===== src/rtl/hazard_stall_pkg.sv =====
`default_nettype none
// ============================================================================
//  Module      : hazard_stall_pkg
//  Description : Shared opcode constants, hazard FSM state type and source
//                register usage helpers for the hazard/forwarding path.
//  Revision    : 1.0 - initial release
// ============================================================================
package hazard_stall_pkg;

    // Opcodes (instr[15:11]) referenced by the hazard and forwarding logic
    localparam logic [4:0] OP_HALT = 5'b00000;
    localparam logic [4:0] OP_NOP  = 5'b00001;
    localparam logic [4:0] OP_J    = 5'b00100;
    localparam logic [4:0] OP_JAL  = 5'b00110;
    localparam logic [4:0] OP_LBI  = 5'b11000;
    localparam logic [4:0] OP_SLBI = 5'b10010;
    localparam logic [4:0] OP_LD   = 5'b10001;
    localparam logic [4:0] OP_ST   = 5'b10000;
    localparam logic [4:0] OP_STU  = 5'b10011;

    // Stall/flush controller states
    typedef enum logic [1:0] {
        RUN     = 2'd0,
        LDSTALL = 2'd1,
        MEMWAIT = 2'd2,
        FLUSH   = 2'd3
    } hs_state_t;

    // Every opcode except the ones with no register source reads Rs
    function automatic logic rs_used(input logic [4:0] op);
        return !(op inside {OP_HALT, OP_NOP, OP_J, OP_JAL, OP_LBI});
    endfunction

    // Register-register ALU/compare formats and stores also read Rt
    function automatic logic rt_used(input logic [4:0] op);
        return op inside {5'b11011, 5'b11010, 5'b11100, 5'b11101,
                          5'b11110, 5'b11111, OP_ST, OP_STU};
    endfunction

endpackage
`default_nettype wire


===== src/rtl/hazard_src_decode.sv =====
`default_nettype none
// ============================================================================
//  Module      : hazard_src_decode
//  Description : Combinational decode of which source registers the
//                instruction in ID actually reads, plus their indices.
//  Revision    : 1.0 - initial release
// ============================================================================
module hazard_src_decode
    import hazard_stall_pkg::*;
(
    input  logic [15:0] i_instr,
    output logic        o_rs_used,
    output logic        o_rt_used,
    output logic [2:0]  o_rs,
    output logic [2:0]  o_rt
);

    // Immediate/function bits are irrelevant for hazard detection
    logic w_unused_bits;
    assign w_unused_bits = ^i_instr[4:0];

    // Source usage comes from the opcode; indices are fixed fields
    always_comb begin
        o_rs_used = rs_used(i_instr[15:11]);
        o_rt_used = rt_used(i_instr[15:11]);
        o_rs      = i_instr[10:8];
        o_rt      = i_instr[7:5];
    end

endmodule
`default_nettype wire


===== src/rtl/hazard_stall.sv =====
`default_nettype none
// ============================================================================
//  Module      : hazard_stall
//  Description : Decode-side stall/flush controller. Resolves load-use,
//                data-memory-busy and taken-branch hazards by driving PC and
//                IF/ID hold, ID/EX bubble, IF/ID flush and pipe freeze.
//                Optional build macro STALL_PERF_CNT_EN adds saturating
//                stall_count / flush_count performance counters.
//  Revision    : 1.0 - initial release
// ============================================================================
module hazard_stall
    import hazard_stall_pkg::*;
#(
    parameter int FLUSH_CYCLES = 2,    // IF/ID squash cycles after redirect (1..7)
    parameter int MEM_TIMEOUT  = 255   // busy cycles before mem_timeout
)(
    input  logic        clk,
    input  logic        rst,           // asynchronous, active-low
    input  logic [15:0] instr_dec,
    input  logic [15:0] instr_ex,
    input  logic        ex_regWriteEn,
    input  logic [2:0]  ex_dst,
    input  logic        mem_busy,
    input  logic        branch_taken,
    output logic        pc_stall,
    output logic        ifid_stall,
    output logic        idex_bubble,
    output logic        ifid_flush,
    output logic        pipe_freeze,
    output logic        mem_timeout
`ifdef STALL_PERF_CNT_EN
    ,
    output logic [15:0] stall_count,
    output logic [15:0] flush_count
`endif
);

    localparam logic [2:0] c_fcnt_load = 3'(FLUSH_CYCLES - 1);
    localparam logic [7:0] c_timeout   = 8'(MEM_TIMEOUT);

    hs_state_t   state_q, state_d;
    logic [2:0]  fcnt_q, fcnt_d;
    logic [7:0]  wcnt_q, wcnt_d;
    logic        tout_q, tout_d;

    logic        w_rs_used, w_rt_used;
    logic [2:0]  w_rs, w_rt;
    logic        w_load_use;
    logic        w_stall, w_bubble, w_flush, w_freeze;
    logic        w_wcnt_wr;
    logic        w_tout_hit;
    logic        w_unused_ex;

    // Only the EX opcode matters here; register fields arrive via ex_dst
    assign w_unused_ex = ^instr_ex[10:0];

    hazard_src_decode u_src_decode (
        .i_instr   (instr_dec),
        .o_rs_used (w_rs_used),
        .o_rt_used (w_rt_used),
        .o_rs      (w_rs),
        .o_rt      (w_rt)
    );

    // Load in EX whose destination feeds a source the ID instruction reads
    always_comb begin
        w_load_use = (instr_ex[15:11] == OP_LD) & ex_regWriteEn &
                     ((w_rs_used & (ex_dst == w_rs)) |
                      (w_rt_used & (ex_dst == w_rt)));
    end

    // Next-state, counter and raw control outputs; branch > mem_busy > load-use
    always_comb begin
        state_d   = state_q;
        fcnt_d    = fcnt_q;
        wcnt_d    = wcnt_q;
        w_wcnt_wr = 1'b0;
        w_stall   = 1'b0;
        w_bubble  = 1'b0;
        w_flush   = 1'b0;
        w_freeze  = 1'b0;
        case (state_q)
            RUN, LDSTALL: begin
                if (branch_taken) begin
                    w_flush  = 1'b1;
                    w_bubble = 1'b1;
                    if (FLUSH_CYCLES > 1) begin
                        fcnt_d  = c_fcnt_load;
                        state_d = FLUSH;
                    end else begin
                        state_d = RUN;
                    end
                end else if (mem_busy) begin
                    w_freeze  = 1'b1;
                    w_stall   = 1'b1;
                    wcnt_d    = 8'd1;
                    w_wcnt_wr = 1'b1;
                    state_d   = MEMWAIT;
                end else if (w_load_use && (state_q == RUN)) begin
                    // LDSTALL never re-stalls, so one load costs one bubble
                    w_stall  = 1'b1;
                    w_bubble = 1'b1;
                    state_d  = LDSTALL;
                end else begin
                    state_d = RUN;
                end
            end
            MEMWAIT: begin
                // EX is held while frozen, so a branch here re-presents later
                if (mem_busy) begin
                    w_freeze  = 1'b1;
                    w_stall   = 1'b1;
                    w_wcnt_wr = 1'b1;
                    if (wcnt_q != 8'hFF) begin
                        wcnt_d = wcnt_q + 8'd1;
                    end
                end else begin
                    state_d = RUN;
                end
            end
            FLUSH: begin
                w_flush  = 1'b1;
                w_bubble = 1'b1;
                if (branch_taken) begin
                    fcnt_d = c_fcnt_load;
                    if (FLUSH_CYCLES <= 1) begin
                        state_d = RUN;
                    end
                end else if (mem_busy) begin
                    // Freeze pauses the squash window without consuming it
                    w_freeze = 1'b1;
                    w_stall  = 1'b1;
                end else begin
                    fcnt_d = fcnt_q - 3'd1;
                    if (fcnt_q <= 3'd1) begin
                        state_d = RUN;
                    end
                end
            end
            default: state_d = RUN;
        endcase
        w_tout_hit = w_wcnt_wr & (wcnt_d == c_timeout);
        tout_d     = tout_q | w_tout_hit;
    end

    // Controller state and counters
    always_ff @(posedge clk or negedge rst) begin
        if (!rst) begin
            state_q <= RUN;
            fcnt_q  <= 3'd0;
            wcnt_q  <= 8'd0;
            tout_q  <= 1'b0;
        end else begin
            state_q <= state_d;
            fcnt_q  <= fcnt_d;
            wcnt_q  <= wcnt_d;
            tout_q  <= tout_d;
        end
    end

    // Outputs are forced low for as long as reset is held
    always_comb begin
        pc_stall    = rst & w_stall;
        ifid_stall  = rst & w_stall;
        idex_bubble = rst & w_bubble;
        ifid_flush  = rst & w_flush;
        pipe_freeze = rst & w_freeze;
        mem_timeout = rst & (tout_q | w_tout_hit);
    end

`ifdef STALL_PERF_CNT_EN
    logic [15:0] stall_count_q, stall_count_d;
    logic [15:0] flush_count_q, flush_count_d;

    // Saturating event counters for stalled and squashed cycles
    always_comb begin
        stall_count_d = stall_count_q;
        flush_count_d = flush_count_q;
        if (pc_stall && (stall_count_q != 16'hFFFF)) begin
            stall_count_d = stall_count_q + 16'd1;
        end
        if (ifid_flush && (flush_count_q != 16'hFFFF)) begin
            flush_count_d = flush_count_q + 16'd1;
        end
    end

    // Performance counter registers
    always_ff @(posedge clk or negedge rst) begin
        if (!rst) begin
            stall_count_q <= 16'd0;
            flush_count_q <= 16'd0;
        end else begin
            stall_count_q <= stall_count_d;
            flush_count_q <= flush_count_d;
        end
    end

    assign stall_count = stall_count_q;
    assign flush_count = flush_count_q;
`endif

endmodule
`default_nettype wire


===== config.mk =====
export PLATFORM = sky130hd
export DESIGN_NAME = hazard_stall
export DESIGN_NICKNAME = d
export VERILOG_FILES = /design/src/rtl/hazard_stall_pkg.sv /design/src/rtl/hazard_src_decode.sv /design/src/rtl/hazard_stall.sv
export SDC_FILE = /design/constraint.sdc
export NUM_CORES = 1
export LEC_CHECK = 0
export ABC_AREA = 1
export CORE_ASPECT_RATIO = 1.1
export CORE_MARGIN = 4
export CORE_UTILIZATION = 30
export DETAILED_ROUTE_END_ITERATION = 12
export SYNTH_ARGS = -nofsm -noshare
export SYNTH_HDL_FRONTEND = slang
export SYNTH_HIERARCHICAL = 1
export SYNTH_SLANG_ARGS = --single-unit

===== constraint.sdc =====
create_clock -name clk -period 4.38 [get_ports clk]
set_input_delay 1.095 -clock clk [delete_from_list [all_inputs] [get_ports clk]]
set_output_delay 1.095 -clock clk [all_outputs]
set_load 0.005 [all_outputs]

==> flow_summary.json <==
{
  "run_status": "finished, final reports clean",
  "worst_hold_path.num_cells": 2,
  "post_synthesis_register_bit_count": 14,
  "stdcell_count": 262,
  "ys_warn_count": 6,
  "clock_tree_from_tritoncts": "built",
  "worst_hold_path_type": "flip-flop to flip-flop",
  "timing.critical_path.to_type": "output pin",
  "regToRegEndpoint": "tout_q",
  "detailedPlace.worstSlack_ns": 0.09038,
  "setup.reg_to_reg.worst_slack_ns": 2.73,
  "postSynthNetCount": 222,
  "ir_worst_vdd_uv": 222.2,
  "fmax_mhz": 244.2,
  "wire_per_inst_um": 10.07,
  "fillCellCount": 432,
  "cts.repair.resized": 0,
  "avgSynthCellArea_sq_um": 6.819,
  "global_route.usage.total": 0.1129,
  "post-cts-setup-buffer-count": 0,
  "critPathTopFamily": "buffers and inverters",
  "logic_depth_of_the_worst_path_buffers_included": 11,
  "cts-buffers-inserted": 3,
  "grt_first_pass_wirelength_um": 4498,
  "cts.clk_slew.worst_paths_ns": 0.06,
  "clock_tree.root_cell": "clkbuf_8",
  "timing.critical_path.to": "mem_timeout",
  "grt_residual_overflow": 0,
  "slowest_stage": "clkdlybuf4s50_1",
  "worstRegToRegCells": 12,
  "slew-limit-headroom": 0.7312,
  "port-buffer-count": 29,
  "critPathMaxFanout": 8,
  "dr_vias": 1155,
  "final-max-slew-violation-count": 0,
  "finalCriticalPeriod_ns": 4.095,
  "critPathLaunch": "branch_taken",
  "cts_htree_levels": 1,
  "static_leak_nw": 0.7952,
  "design.portCount": 46,
  "critPathMostFrequentCell": "nand2_2",
  "grt_pass1_vias": 1110,
  "cts_buffer_depth": 2,
  "drt_iter0_markers": 21,
  "die-width_um": 68.99,
  "fin_worst_skew_ns": 0.001129,
  "gpl.final_weighted_congestion": 0.7873,
  "via_per_inst": 4.408,
  "dieHeight_um": 75.09,
  "synth.lib_cells_used.distinct": 30,
  "min_period_over_period": 0.9349,
  "drive_above_1_share": 0.1810,
  "antenna_found_initial": 0,
  "timing.max_cap.violations": 0,
  "clk-insertion-delay-late_ns": 0.24,
  "dr.pass1.iters": 4,
  "design.die.area_sq_um": 5180,
  "critical_path_class": "input port to output pin",
  "drc": 0,
  "synthCells": 180,
  "placementRows": 24,
  "crit_chain": "clkdlybuf4s50_1 -> nor2_4 -> nand2_2 -> nand2_1 -> nand2_2 -> nand2_2 -> nand3_2 -> nor2_2 -> nand3_2 -> a21oi_2 -> clkdlybuf4s50_1",
  "critPathMaxStageDelay_ns": 0.50,
  "route.antenna.remaining_nets": 0,
  "hold_buffers": 0,
  "r2r_startpoint": "wcnt_q[0]",
  "power_density_nw_per_um2": 366.0,
  "sequential_fraction_of_the_synthesis_area": 0.2854,
  "clock_sink_count": 14,
  "arrival_time_of_the_worst_setup_path_ns": 3.00,
  "wirelength_um": 2639,
  "cp-start-kind": "input port",
  "finish.net_count": 253,
  "syn_area_sq_um": 1227,
  "final_hold_viol_count": 0,
  "slew_at_the_pin_closest_to_its_max_slew_limit_ns": 0.3995,
  "crit_buf_inv": 2,
  "pin_count_of_the_biggest_net_entering_global_routing": 15,
  "initial_utilization": 0.3097,
  "area_delta_synth_final_pct": 31.80,
  "setup_ws_ns": 0.2851,
  "dp_cells": 258,
  "timing.final.setup_violations": 0,
  "worst_ep_required_time_ns": 3.28,
  "unrepaired_setup_endpoints_after_global_routing": "no",
  "detailedPlacementHpwl_um": 2221,
  "fin_setup_tns_ns": 0,
  "diodes": 0,
  "core_area_sq_um": 3964
}
[report_power, final]
group	leakage [nW]	internal [mW]	switching [mW]
sequential	0.173	0.170	0.0469
clock	0.0288	0.0795	0.0435
combinational	0.594	0.110	0.142
total	0.795	0.360	0.232
[flip-flops by register name, indices dropped and copies added, names as in the netlist]
| signal | count |
|---|---|
| wcnt_q | 8 |
| fcnt_q | 3 |
| state_q | 2 |
| tout_q | 1 |
[cell usage in the layout (no fill, tap or decap)]
master,count
nor4_1,1
nor2_2,5
xnor2_1,3
dlymetal6s2s_1,1
nor3_1,1
nand3_1,13
o21ai_1,1
nand2_4,1
nor2_8,1
or2_2,1
nor2_4,3
clkdlybuf4s50_1,28
a31o_2,1
o2111ai_1,2
inv_2,5
o31ai_1,2
dfrtp_1,14
a21oi_2,2
o21ai_2,1
a21oi_1,7
o21ai_0,3
inv_1,33
ha_1,2
nand2_2,6
nand2_1,36
xor2_1,1
buf_4,4
or2_1,1
nor2_1,17
a31oi_1,1
clkbuf_8,4
nand4_1,5
nand3_2,4
[kinds of logic after synthesis]
logic type      after synthesis  synth area share
flops                        14            0.2854
fa+ha+maj                     2           0.02038
xor+xnor                      4           0.02855
simple gates                 95            0.4016
compound gates               20            0.1050
buf+inv                      45            0.1590
[Yosys cell counts]
cell type / n / share of area
buf_4: 7 / 0.043
nand3_2: 4 / 0.033
o21ai_1: 1 / 0.0041
a31o_2: 1 / 0.0071
o31ai_1: 2 / 0.012
nor2_4: 3 / 0.028
a21oi_2: 2 / 0.014
nand2_1: 36 / 0.11
nor2_8: 1 / 0.016
inv_2: 5 / 0.015
nor4_1: 1 / 0.0051
xor2_1: 1 / 0.0071
o2111ai_1: 2 / 0.014
a31oi_1: 1 / 0.0051
a21oi_1: 7 / 0.029
nor2_2: 5 / 0.025
nand2_4: 1 / 0.0092
o21ai_2: 1 / 0.0071
nand3_1: 13 / 0.053
nor2_1: 17 / 0.052
xnor2_1: 3 / 0.021
o21ai_0: 3 / 0.012
dfrtp_1: 14 / 0.29
nor3_1: 1 / 0.0041
inv_1: 33 / 0.10
nand2_2: 6 / 0.031
or2_1: 1 / 0.0051
or2_2: 1 / 0.0051
nand4_1: 5 / 0.025
ha_1: 2 / 0.020
[worst min path at each step]
| stage | startpoint | slack (ns) | end |
|---|---|---|---|
| floorplan | tout_q | 0.43 | tout_q |
| global placement | tout_q | 0.45 | tout_q |
| detailed placement | tout_q | 0.45 | tout_q |
| CTS | tout_q | 0.48 | tout_q |
| global route | tout_q | 0.51 | tout_q |
| finish | tout_q | 0.48 | tout_q |
[metrics by stage]
step | hold slack [ns] | util | instance area [sq um] | power (mW)
2_1_floorplan | 0.4345 | - | 1227 | 0.3882
3_3_place_gp | 0.4478 | 0.3936 | 1560 | 0.4710
3_5_place_dp | 0.4515 | 0.3936 | 1560 | 0.4750
4_1_cts | 0.4803 | 0.4075 | 1615 | 0.6034
5_1_grt | 0.5114 | 0.4081 | 1618 | 0.6494
6_report | 0.4772 | 0.4081 | 1618 | 0.5921
[per-layer routing]
layer  track usage  part of all wire  vias up
li1              -                 -      622
met2        0.2013              0.51       13
met1        0.1359              0.44      515
met5             0                 0        -
met4       0.05195             0.018        0
met3      0.008955             0.031        5
[cell type report]
cell class,instances,area [sq um],share of cell area
Sequential cell,14,350.3,0.2166
Multi-Input combinational cell,121,681.9,0.4215
Clock buffer,4,55.05,0.03403
Timing Repair Buffer,33,322.8,0.1995
Tap cell,52,65.06,0.04022
Inverter,38,142.6,0.08817
[worst register-to-register path, cell delays in order, from the launching register on]
cell and delay [ns]:
dfrtp_1 0.40, ha_1 0.23, nand2_1 0.14, nor2_2 0.06
a21oi_2 0.16, buf_4 0.14, nand2_1 0.05, nand2_1 0.08
inv_1 0.04, nand2_1 0.07, nor2_2 0.04, nand3_2 0.08
nand2_1 0.05
(Power assumes the default switching activity.)
